### config.mk
export PLATFORM = sky130hd
export DESIGN_NAME = scancode_sequencer
export DESIGN_NICKNAME = d
export VERILOG_FILES = /design/src/rtl/scancode_pkg.sv /design/src/rtl/scancode_fifo.sv /design/src/rtl/scancode_sequencer.sv
export SDC_FILE = /design/constraint.sdc
export NUM_CORES = 1
export LEC_CHECK = 0
export ABC_CLOCK_PERIOD_IN_PS = 6630
export BUFFER_PORTS_ARGS = -buffer_cell sky130_fd_sc_hd__buf_2
export CORE_UTILIZATION = 60
export CTS_CLUSTER_DIAMETER = 120
export CTS_CLUSTER_SIZE = 10
export DETAILED_ROUTE_END_ITERATION = 10
export PLACE_DENSITY = 0.8
export REMOVE_ABC_BUFFERS = 1
export SLEW_MARGIN = 20
export SYNTH_ARGS = -nofsm -noshare
export SYNTH_HDL_FRONTEND = slang
export SYNTH_SLANG_ARGS = --single-unit
### constraint.sdc
create_clock -name vga_clk -period 6.63 [get_ports vga_clk]
set_input_delay 0 -clock vga_clk [delete_from_list [all_inputs] [get_ports vga_clk]]
set_output_delay 0 -clock vga_clk [all_outputs]
set_load 0.005 [all_outputs]
### src/rtl/scancode_pkg.sv
// Shared definitions for the PS/2 scancode sequencer: prefix bytes, the list of
// bytes dropped as keyboard status/replies, the parser state encoding and the
// 9-bit queue entry layout.
package scancode_pkg;

    localparam logic [7:0] PREFIX_EXT   = 8'hE0;
    localparam logic [7:0] PREFIX_BREAK = 8'hF0;

    // Keyboard status and command replies; these never carry key information.
    localparam int         NUM_DISCARD = 7;
    localparam logic [7:0] DISCARD_BYTES [NUM_DISCARD] = '{
        8'h00, 8'hAA, 8'hEE, 8'hFA, 8'hFC, 8'hFE, 8'hFF
    };

    localparam int GAP_W = 8;

    typedef enum logic [1:0] {
        ST_IDLE     = 2'd0,
        ST_GOT_E0   = 2'd1,
        ST_GOT_F0   = 2'd2,
        ST_GOT_E0F0 = 2'd3
    } parse_state_e;

    typedef struct packed {
        logic       ext;
        logic [7:0] code;
    } entry_t;

    function automatic logic is_discard(input logic [7:0] b);
        logic hit;
        hit = 1'b0;
        for (int i = 0; i < NUM_DISCARD; i++) begin
            if (b == DISCARD_BYTES[i]) hit = 1'b1;
        end
        return hit;
    endfunction

endpackage

### src/rtl/scancode_fifo.sv
// Synchronous FIFO of {ext,code} make entries. The head is visible on rdata_o
// without a pop, and a push into a full FIFO is accepted when a pop happens in
// the same cycle.
module scancode_fifo
    import scancode_pkg::*;
#(
    parameter int DEPTH = 4
) (
    input  logic   clk,
    input  logic   rst_n,
    input  logic   push_i,
    input  entry_t wdata_i,
    input  logic   pop_i,
    output entry_t rdata_o,
    output logic   full_o,
    output logic   empty_o
);

    localparam int AW = (DEPTH > 1) ? $clog2(DEPTH) : 1;

    // One extra pointer bit distinguishes full from empty when the addresses match.
    logic [AW:0] wr_ptr_q;
    logic [AW:0] rd_ptr_q;
    entry_t      mem_q [DEPTH];
    logic        do_push;
    logic        do_pop;

    assign empty_o = (wr_ptr_q == rd_ptr_q);
    assign full_o  = (wr_ptr_q[AW] != rd_ptr_q[AW]) &&
                     (wr_ptr_q[AW-1:0] == rd_ptr_q[AW-1:0]);
    assign do_pop  = pop_i && !empty_o;
    assign do_push = push_i && (!full_o || do_pop);
    assign rdata_o = mem_q[rd_ptr_q[AW-1:0]];

    // Pointer update; these define occupancy so they are reset.
    always_ff @(posedge clk or negedge rst_n) begin
        // NOTE: sequential state uses non-blocking assignments so every register
        // samples pre-edge values regardless of block ordering.
        if (!rst_n) begin
            wr_ptr_q <= '0;
            rd_ptr_q <= '0;
        end else begin
            if (do_push) wr_ptr_q <= wr_ptr_q + 1'b1;
            if (do_pop)  rd_ptr_q <= rd_ptr_q + 1'b1;
        end
    end

    // Storage write.
    // NOTE: the array is deliberately not reset; empty pointers already make its
    // contents unobservable, and leaving it unreset lets it map onto plain RAM.
    always_ff @(posedge clk) begin
        if (do_push) mem_q[wr_ptr_q[AW-1:0]] <= wdata_i;
    end

endmodule

### src/rtl/scancode_sequencer.sv
// Turns the raw PS/2 byte stream into rate-limited make-code strobes: parses
// E0/F0 prefixes, drops status bytes and typematic repeats, queues makes and
// issues them at most once per GAP_CYCLES+1 cycles.
module scancode_sequencer
    import scancode_pkg::*;
#(
    parameter int FIFO_DEPTH = 4,
    parameter int GAP_CYCLES = 2
) (
    input  logic       vga_clk,
    input  logic       reset,
    input  logic [7:0] rx_data,
    input  logic       rx_valid,
    input  logic       clr_overflow,
    output logic [7:0] scancode,
    output logic       flag,
    output logic       extended,
    output logic       overflow,
    output logic       busy
);

    localparam logic [GAP_W-1:0] GAP_LOAD = GAP_W'(GAP_CYCLES);

    parse_state_e     state_q, state_d;
    entry_t           held_q;
    logic             held_valid_q;
    logic [GAP_W-1:0] gap_q;
    logic             flag_q;
    logic [7:0]       scancode_q;
    logic             extended_q;
    logic             overflow_q;

    logic             is_make;
    logic             is_break;
    logic             byte_ext;
    entry_t           rx_entry;
    logic             matches_held;
    logic             push_req;
    logic             push_ok;
    logic             drop;
    logic             pop;
    entry_t           fifo_head;
    logic             fifo_full;
    logic             fifo_empty;

    // Classify the incoming byte in the context of the current prefix state.
    always_comb begin
        // NOTE: every output gets a default first so no path leaves a latch.
        state_d  = state_q;
        is_make  = 1'b0;
        is_break = 1'b0;
        byte_ext = 1'b0;
        if (rx_valid) begin
            if (is_discard(rx_data)) begin
                state_d = ST_IDLE;
            end else begin
                case (state_q)
                    ST_IDLE: begin
                        if (rx_data == PREFIX_EXT)        state_d = ST_GOT_E0;
                        else if (rx_data == PREFIX_BREAK) state_d = ST_GOT_F0;
                        else                              is_make = 1'b1;
                    end
                    ST_GOT_E0: begin
                        if (rx_data == PREFIX_BREAK) begin
                            state_d = ST_GOT_E0F0;
                        end else begin
                            is_make  = 1'b1;
                            byte_ext = 1'b1;
                            state_d  = ST_IDLE;
                        end
                    end
                    ST_GOT_F0: begin
                        is_break = 1'b1;
                        state_d  = ST_IDLE;
                    end
                    ST_GOT_E0F0: begin
                        is_break = 1'b1;
                        byte_ext = 1'b1;
                        state_d  = ST_IDLE;
                    end
                    default: state_d = ST_IDLE;
                endcase
            end
        end
    end

    assign rx_entry     = '{ext: byte_ext, code: rx_data};
    assign matches_held = held_valid_q && (held_q == rx_entry);
    assign pop          = !fifo_empty && (gap_q == '0);
    assign push_req     = is_make && !matches_held;
    assign push_ok      = push_req && (!fifo_full || pop);
    assign drop         = push_req && fifo_full && !pop;

    scancode_fifo #(
        .DEPTH (FIFO_DEPTH)
    ) u_fifo (
        .clk     (vga_clk),
        .rst_n   (reset),
        .push_i  (push_ok),
        .wdata_i (rx_entry),
        .pop_i   (pop),
        .rdata_o (fifo_head),
        .full_o  (fifo_full),
        .empty_o (fifo_empty)
    );

    // Prefix parser state register.
    always_ff @(posedge vga_clk or negedge reset) begin
        if (!reset) state_q <= ST_IDLE;
        else        state_q <= state_d;
    end

    // Typematic filter: remember the last queued make until its own break arrives.
    always_ff @(posedge vga_clk or negedge reset) begin
        if (!reset) begin
            held_q       <= '0;
            held_valid_q <= 1'b0;
        end else if (push_ok) begin
            held_q       <= rx_entry;
            held_valid_q <= 1'b1;
        end else if (is_break && matches_held) begin
            held_valid_q <= 1'b0;
        end
    end

    // Issue path: pop the head into the output registers and start the gap.
    always_ff @(posedge vga_clk or negedge reset) begin
        if (!reset) begin
            flag_q     <= 1'b0;
            scancode_q <= 8'h00;
            extended_q <= 1'b0;
            gap_q      <= '0;
        end else begin
            flag_q <= pop;
            if (pop) begin
                scancode_q <= fifo_head.code;
                extended_q <= fifo_head.ext;
                gap_q      <= GAP_LOAD;
            end else if (gap_q != '0) begin
                gap_q <= gap_q - 1'b1;
            end
        end
    end

    // Sticky overflow; a new drop wins over a simultaneous clear.
    always_ff @(posedge vga_clk or negedge reset) begin
        if (!reset)            overflow_q <= 1'b0;
        else if (drop)         overflow_q <= 1'b1;
        else if (clr_overflow) overflow_q <= 1'b0;
    end

    assign scancode = scancode_q;
    assign flag     = flag_q;
    assign extended = extended_q;
    assign overflow = overflow_q;
    assign busy     = !fifo_empty || (gap_q != '0);

endmodule

; ---- Word-level counts from Yosys, hierarchy flattened
; Memories as Yosys holds them, arrays and structs flattened. A register that Yosys moved wholly into a read port is not among the register bits.
; Index checks and enable logic that the tools add are counted.
[op_classes]
n_addsub = 3
n_mul = 0
div_mod_pow = 0
n_lt_le_gt_ge = 0
n_eq_ne = 16
shifts = 0
mux = 32
bitwise = 0
n_reduce_logical = 27
[op_table]
columns = op, count
row1 = $eq A8 B8 Y1 const B, 8
row2 = $mux W1, 23
row3 = $logic_not A8 Y1, 2
row4 = $mux W8, 2
row5 = $logic_and A1 B1 Y1, 10
row6 = $eq A9 B9 Y1, 1
row7 = $mux W2, 4
row8 = $reduce_bool A8 Y1, 1
row9 = $sub A8 B1 Y8 const B, 1
row10 = $add A3 B1 Y3 const B, 2
row11 = $pmux W2 S3, 1
row12 = $reduce_bool A2 Y1, 3
row13 = $logic_not A1 Y1, 5
row14 = $eq A2 B2 Y1 const B, 2
row15 = $ne A4 B4 Y1 const B, 1
row16 = $pmux W1 S2, 2
row17 = $eq A3 B3 Y1, 1
row18 = $logic_or A1 B1 Y1, 3
row19 = $eq A2 B1 Y1 const B, 1
row20 = $eq A2 B2 Y1, 1
row21 = $logic_not A2 Y1, 1
row22 = $reduce_and A2 Y1, 1
row23 = $reduce_or A2 Y1, 1
row24 = $ne A1 B1 Y1, 1
[totals]
reg_bits = 28
latchBits = 0
ramBits = 36
mem_bits_ro = 0
n_memories = 1
[mem_list]
columns = memory, words, width, rd, rd_clocked_by_memory_dff, write_ports, line_no
row1 = u_fifo.mem_q, 4, 9, 1, 1, 1, scancode_fifo.sv:24  ; entry_t mem_q [DEPTH];

; ---- Longest topological paths before layout
; Gate-level depths: netlist of the first run.
[logic_depth]
depth_word = 19
depth_mapped = 9
ltp_nobuf = 8

; ---- By module
; A second synthesis of the first run with hierarchy kept.
[unflattened]
hier_cells = 243
hier_area_um2 = 3278.1
[modules_own_cells]
columns = module, n_inst, cells_each, area_per_inst_um2
row1 = scancode_fifo, 1, 94, 1741.7
row2 = scancode_sequencer, 1, 149, 1536.5

; ---- Worst setup path before layout of the first run
; No wires, ideal clock.
[synth_timing]
kind = reg-to-reg
start = register gap_q[4]
end = memory u_fifo.mem_q[0][0] (netlist name), enable pin
arrival_time_ps = 2167
required_time_ps = 6256
slack_ps = 4089
path_stages_with_launch = 8
path_buffers = 1
period_less_slack_ps = 2541
path_cell_list = dfrtp_1 > or4_4 > nor3_4 > or3_1 > and3_4 > nand3_4 > buf_6 > nor2_1
[synth_via]
elab_chain_len = 7
elab_cells_between_ends = 9
[synth_lines]
columns = item, line_no
row1 = from (decl), scancode_sequencer.sv:27  ; logic [GAP_W-1:0] gap_q;
row2 = from (signal assigned), scancode_sequencer.sv:140  ; gap_q <= gap_q - 1'b1;
row3 = $logic_not A8 Y1 (*), scancode_sequencer.sv:89  ; assign pop = !fifo_empty && (gap_q == '0);
row4 = $logic_and A1 B1 Y1 (*), scancode_sequencer.sv:89
row5 = $logic_or A1 B1 Y1 or $logic_and A1 B1 Y1 (tied branches), "scancode_sequencer.sv:91, scancode_fifo.sv:31"
row6 = $logic_and A1 B1 Y1 or $logic_or A1 B1 Y1 (tied branches), "scancode_sequencer.sv:91, scancode_fifo.sv:32"
row7 = $logic_and A1 B1 Y1 (*), scancode_fifo.sv:32  ; assign do_push = push_i && (!full_o || do_pop);
row8 = $mux W1 (*), scancode_fifo.sv:52  ; if (do_push) mem_q[wr_ptr_q[AW-1:0]] <= wdata_i;
row9 = $mux W1 (not written as such) (*), scancode_fifo.sv:52
row10 = to (decl), scancode_fifo.sv:24
; Mark *: on every way between the ends. The rest lies on a longest branch, timed or not.

; ---- Worst setup path in the final report of the first run
[layout_timing]
start = register gap_q[4]
end = memory u_fifo.mem_q[0][2] (netlist name), enable pin
; The elaborated chain is that of the path after synthesis.

==> results of run 1 <==
cell type report:
cell class / instances / area [µm²] / area share (%)
well taps: 70 / 87.58 / 2.363
repair buffers: 33 / 212.7 / 5.739
inverters: 16 / 60.06 / 1.621
multi-input cells: 122 / 1106 / 29.84
clock inverters: 3 / 41.29 / 1.114
clock buffers: 13 / 191.4 / 5.165
flip-flops and latches: 73 / 2007 / 54.15
cell families (layout without fill, tap and decap cells):
kind of cell	after synthesis	after routing	share of synthesized area (%)
flops	73	73	62.71
simple gates	53	53	10.01
mux	28	28	13.57
buf+inv	21	65	2.736
xor+xnor	19	19	5.199
compound gates	15	15	3.128
fa+ha+maj	7	7	2.658
worst paths after layout:
check | from | to
max | gap_q[4] | u_fifo.mem_q[0][2]
min | rx_data[4] | u_fifo.mem_q[0][4]
max reg2reg | gap_q[4] | u_fifo.mem_q[0][2]
min reg2reg | u_fifo.rd_ptr_q[2] | u_fifo.rd_ptr_q[2]
max in group asynchronous | reset | held_valid_q
min in group asynchronous | reset | flag
placed cells by master, fill, tap and decap left out, types with 4 or more instances in the layout:
| master | instances |
|---|---|
| nor2_1 | 6 |
| mux2_2 | 13 |
| buf_2 | 23 |
| dlygate4sd3_1 | 9 |
| edfxtp_1 | 36 |
| dfrtp_1 | 37 |
| nor4_1 | 6 |
| nand3_1 | 5 |
| xnor2_1 | 16 |
| ha_1 | 6 |
| o21ai_0 | 4 |
| inv_1 | 16 |
| clkbuf_8 | 10 |
| mux2_4 | 5 |
| nand2_1 | 13 |
| nand2b_1 | 6 |
| mux4_2 | 9 |
through the flow:
stage | std cells | cell area [µm²] | hold slack (ns) | worst slack (ns) | power (µW)
final | 330 | 3706 | 0.02242 | 3.751 | 1531
after global routing | 330 | 3706 | 0.007390 | 3.524 | 1627
after CTS | 330 | 3706 | 0.004567 | 3.706 | 1547
after detailed placement | 305 | 3383 | 0.1530 | 3.716 | 1155
after global placement | 305 | 3383 | 0.1421 | 3.860 | 1129
after floorplan | 211 | 3173 | -0.2956 | 4.120 | 1027
flip-flops by register name, indices dropped and copies added (netlist names):
register and count:
extended 1, flag 1, gap_q 8, held_q 9
held_valid_q 1, overflow 1, scancode 8, state_q 2
u_fifo.mem_q 36, u_fifo.rd_ptr_q 3, u_fifo.wr_ptr_q 3
worst max-delay path, stage by stage, from the launching register on:
cell	delay (ns)
dfrtp_1	0.41
or4_4	0.56
nor3_4	0.27
or3_1	0.18
and3_4	0.22
nand3_4	0.20
nor2_1	0.67
power by group:
| group | switching (µW) | leakage, µW | internal [µW] |
|---|---|---|---|
| registers | 113 | 0.000785 | 623 |
| logic | 180 | 0.000603 | 227 |
| clock network | 158 | 0.000120 | 230 |
| total | 451 | 0.00151 | 1080 |
metal layers:
metal / share of wire, % / up-vias / GRT usage, %
li1: - / 867 / -
met1: 46 / 925 / 30.90
met2: 49 / 48 / 32.43
met3: 3.4 / 7 / 4.819
met4: 1.5 / 0 / 11.32
met5: 0 / - / 0
==> run_results.csv, run 1 <==
group,metric,value,unit
outcome,outcome,"finished clean",
timing,final.min_clock_period,2.879,ns
detailed_routing,wl_per_cell,16.42,µm
timing,relSlewSlack,44.21,%
detailed_routing,vias,1847,
placement,place_congestion,0.8031,
detailed_routing,first_pass_iters,4,
floorplan,ios,24,
timing,worst_slew_pin_slew,0.8368,ns
cts,cts_tree,"yes",
placement,port_buffers,23,
timing,drv_slew,0,
logic_synthesis,synthArstFlopShare,50.68,%
floorplan,row_count,26,
logic_synthesis,ys_ff_latch,73,
layout,antenna_cells,0,
pwr,peakVddDrop,0.2322,mV
floorplan,die_h,75.04,µm
cts,numCtsBuffers,9,
timing,rsz0062_at_grt,"false",
detailed_routing,drt_iter0_markers,101,
critical_path,critPathMaxFanout,14,
cts,postCtsResizedCells,0,
logic_synthesis,synth.most_common_cell,"dfrtp_1",
cts,htreeDepth,3,
detailed_routing,drc,0,
critical_path,endpoint_kind,"flop",
cts,clock_latency,0.35,ns
timing,setup_viol,0,
layout,area_delta_synth_final,15.79,%
cts,clockRootBuffer,"clkbuf_8",
logic_synthesis,yosys-top-cells-count,"dfrtp_1, edfxtp_1, inv_1, xnor2_1",
cts,hold_buffers,9,
critical_path,worst-setup-path-type,"flop to flop",
logic_synthesis,yosys.area.top_type,"edfxtp_1",
logic_synthesis,synth_ff_type,"dfrtp_1",
critical_path,r2r_slack,3.75,ns
critical_path,reg2reg_depth,6,
layout,fin_util,72.56,%
logic_synthesis,ys_types,42,
logic_synthesis,synth_cells,216,
logic_synthesis,synth_top_area_share,33.78,%
floorplan,die_w,75.04,µm
logic_synthesis,synth_edf_count,36,
layout,fillers,333,
worst_hold_path,hp-class,"primary input to flop",
timing,maxClockFrequency,347.4,MHz
cts,cts_setup_buffers,0,
grt,first_global_vias,1743,
logic_synthesis,synth_area,0.003201,mm²
detailed_routing,viasPerCell,5.597,
pwr,leakagePower,0.001508,µW
placement,hpwl,3683,µm
cts,cts_max_path_buffers,2,
critical_path,crit_required,6.60,ns
critical_path,cp.arrival,2.85,ns
cts,path_clk_slew,0.07,ns
detailed_routing,drt_wl_total,5420,µm
timing,tns,0,ns
detailed_routing,ant_nets,0,
grt,grt_usage,21.93,%
logic_synthesis,post_synth.cell_area_avg,14.82,µm²
floorplan,die_area,0.005630,mm²
worst_hold_path,holdPathStages,1,
pwr,pwr_density_cell,413.2,mW/mm²
floorplan,initial_utilization,62.67,%
grt,antenna_found_initial,0,
layout,final_nets,273,
grt,grt_overflow,0,
cts,clock_sink_count,73,
logic_synthesis,ys_seq_area_share,62.71,%
timing,period_share,43.42,%
flow_run,cap_violations,0,
logic_synthesis,yosys_warnings,0,
timing,timing_hold_violations_final,0,
grt,grt_max_degree,38,
timing,skew,0.009148,ns
logic_synthesis,ys_top_cells_by_area,"edfxtp_1, dfrtp_1, mux4_2, mux2_2, xnor2_1",
floorplan,core-area,0.005107,mm²
grt,grt_pass1_wl,8500,µm
critical_path,start_kind,"flop",
layout,drive_gt1_share,27.31,%
Power figures use the tool's default switching activity.
==> run 2, diff against run 1 <==
ABC_AREA = 1   (was unset)
ABC_CLOCK_PERIOD_IN_PS = 2400   (was 6630)
CORE_UTILIZATION = 54   (was 60)
PLACE_DENSITY = 0.75   (was 0.8)
clock period = 2.4 ns   (was 6.63 ns; I/O delays follow)
==> run_results.csv, run 2 <==
group,metric,value,unit
timing,relSlewSlack,44.57,%
pwr,comb_power_share,33.0,%
cts,htreeDepth,3,
cts,cts_max_path_buffers,2,
floorplan,core-area,0.005991,mm²
timing,skew,0.008558,ns
flow_run,cap_violations,0,
cts,clock_latency,0.34,ns
layout,mostFrequentLayoutCell,"nand2_1",
timing,tns,0,ns
layout,final_cell_mix,"nand2_1, nor2_1, dfrtp_1, edfxtp_1, inv_1",
grt,antenna_found_initial,0,
floorplan,initial_utilization,56.81,%
critical_path,endpoint_kind,"flop",
layout,largest_register_ffs,36,
logic_synthesis,synth_cells,354,
critical_path,path_depth,8,
critical_path,crit_required,2.42,ns
pwr,power.internal,2836,µW
pwr,leakagePower,0.001707,µW
logic_synthesis,synth.most_common_cell,"nand2_1",
timing,rsz0062_at_grt,"false",
grt,grt_usage,23.44,%
logic_synthesis,yosys.area.top_type,"edfxtp_1",
floorplan,row_count,28,
critical_path,slowest_delay,0.40,ns
placement,dpl_cell_area,0.003600,mm²
pwr,p_sw,1596,µW
layout,antenna_cells,0,
timing,hold_slack,0.01737,ns
cts,clock_sink_count,73,
layout,stdcell_area,0.003879,mm²
grt,grt_pass1_wl,11140,µm
placement,port_buffers,23,
layout,drive_gt1_share,16.33,%
layout,area_delta_synth_final,13.97,%
logic_synthesis,ys_top_cells_by_area,"edfxtp_1, dfrtp_1, nand2_1, nor2_1, o21ai_0",
layout,final_nets,405,
logic_synthesis,synthArstFlopShare,50.68,%
pwr,netSwitchingFraction,36.02,%
pwr,clock_power_share,23.4,%
cts,cts_tree,"yes",
logic_synthesis,synth_edf_count,36,
placement,place_congestion,0.7708,
detailed_routing,first_pass_iters,4,
detailed_routing,viasPerCell,5.203,
logic_synthesis,synth_area,0.003403,mm²
logic_synthesis,ys_ff_latch,73,
timing,timing_hold_violations_final,0,
timing,setup_viol,0,
layout,fillers,458,
critical_path,cpLargestDelayFamily,"simple AND/OR/NAND/NOR gates",
detailed_routing,drt_wl_total,6724,µm
logic_synthesis,synth_top_area_share,31.76,%
layout,instances_no_fill,467,
timing,maxClockFrequency,474.9,MHz
pwr,peakVddDrop,0.6166,mV
critical_path,critPathSlowestCell,"dfrtp_1",
critical_path,cp.arrival,2.13,ns
timing,final.min_clock_period,2.106,ns
detailed_routing,wl_per_cell,14.40,µm
placement,dp.cells,447,
floorplan,die_h,81.39,µm
pwr,pwr_density_cell,1143,mW/mm²
floorplan,die_area,0.006624,mm²
pwr,pwr-share-seq,43.6,%
critical_path,worst-setup-path-type,"flop to flop",
detailed_routing,ant_nets,0,
cts,numCtsBuffers,9,
grt,grt_overflow,0,
placement,hpwl,4647,µm
floorplan,ios,24,
worst_hold_path,holdPathStages,1,
timing,worst_slew_pin_slew,0.8315,ns
detailed_routing,drt_iter0_markers,197,
timing,period_share,87.74,%
critical_path,critPathMaxFanout,10,
critical_path,cp_cell_sequence,"inv_1 -> ha_1 -> nand2_1 -> nor3_2 -> nand3_1 -> nand3b_1 -> nand3_4 -> nor2_4",
logic_synthesis,synth_ff_type,"dfrtp_1",
logic_synthesis,yosys-top-cells-count,"nand2_1, nor2_1, dfrtp_1",
detailed_routing,vias,2430,
logic_synthesis,yosys_warnings,0,
outcome,outcome,"finished clean",
floorplan,die_w,81.39,µm
layout,fin_util,64.75,%
critical_path,reg2reg_depth,8,
cts,path_clk_slew,0.08,ns
grt,first_global_vias,2357,
logic_synthesis,post_synth.cell_area_avg,9.614,µm²
worst_hold_path,hp-class,"primary input to flop",
detailed_routing,drc,0,
critical_path,critPathBufInv,1,
cts,clockRootBuffer,"clkbuf_8",
logic_synthesis,ys_seq_area_share,58.97,%
grt,grt_max_degree,38,
timing,drv_slew,0,
logic_synthesis,ys_types,32,
critical_path,start_kind,"flop",
-- run 2: repair_timing --
item                                    CTS  global route
endpoints found under the setup margin    0            27
hold buffers                              4             0
setup buffers                             0             0
endpoints found under the hold margin    44             0
gates resized for setup                   0             4
-- run 2: cells by family after synthesis --
logic type      share of synthesized area [%]
simple gates                            22.72
flops                                   58.97
buf+inv                                 6.213
compound gates                          7.059
xor+xnor                                2.831
fa+ha+maj                               2.206
-- run 2: path summary, 6_finish.rpt --
kind / slack (ns) / start / to
hold / removal: 0.02 / rx_data[6] / u_fifo.mem_q[3][6]
hold reg to reg: 0.49 / held_q[2] / held_q[2]
setup / recovery: 0.29 / gap_q[0] / u_fifo.mem_q[1][1]
setup reg to reg: 0.29 / gap_q[0] / u_fifo.mem_q[1][1]
max in group asynchronous: 1.57 / reset / overflow
min in group asynchronous: 0.28 / reset / scancode[0]
-- run 2: cell type report --
class,instances,area (µm²),area share [%]
well taps,75,93.84,2.419
multi-input cells,230,1205,31.06
flip-flops and latches,73,2007,51.74
inverters,39,146.4,3.774
repair buffers,34,207.7,5.355
clock inverters,7,95.09,2.452
clock buffers,9,123.9,3.194
-- run 2: metal layers --
| metal | part of all wire (%) | GRT usage (%) | routed length [µm] | up-vias |
|---|---|---|---|---|
| li1 | - | - | - | 1234 |
| met1 | 44 | 30.70 | 2949 | 1121 |
| met2 | 49 | 36.92 | 3322 | 65 |
| met3 | 4.9 | 5.056 | 327 | 10 |
| met4 | 1.9 | 11.25 | 125 | 0 |
| met5 | 0 | 0 | 0 | - |
-- run 2: power groups by stage --
stage | Sequential (µW) | Clock, µW | Combinational (µW)
floorplan | 1940 | 0 | 940
global placement | 1940 | 0 | 1380
detailed placement | 1950 | 0 | 1430
CTS | 1930 | 1060 | 1450
global route | 1980 | 1110 | 1690
finish | 1930 | 1040 | 1460
-- run 2: per-stage QoR --
step	total power (µW)	setup slack [ns]
2_1_floorplan	2880	0.08687
3_3_place_gp	3311	0.3279
3_5_place_dp	3384	0.1801
4_1_cts	4438	0.1491
5_1_grt	4779	0.08334
6_report	4433	0.2941
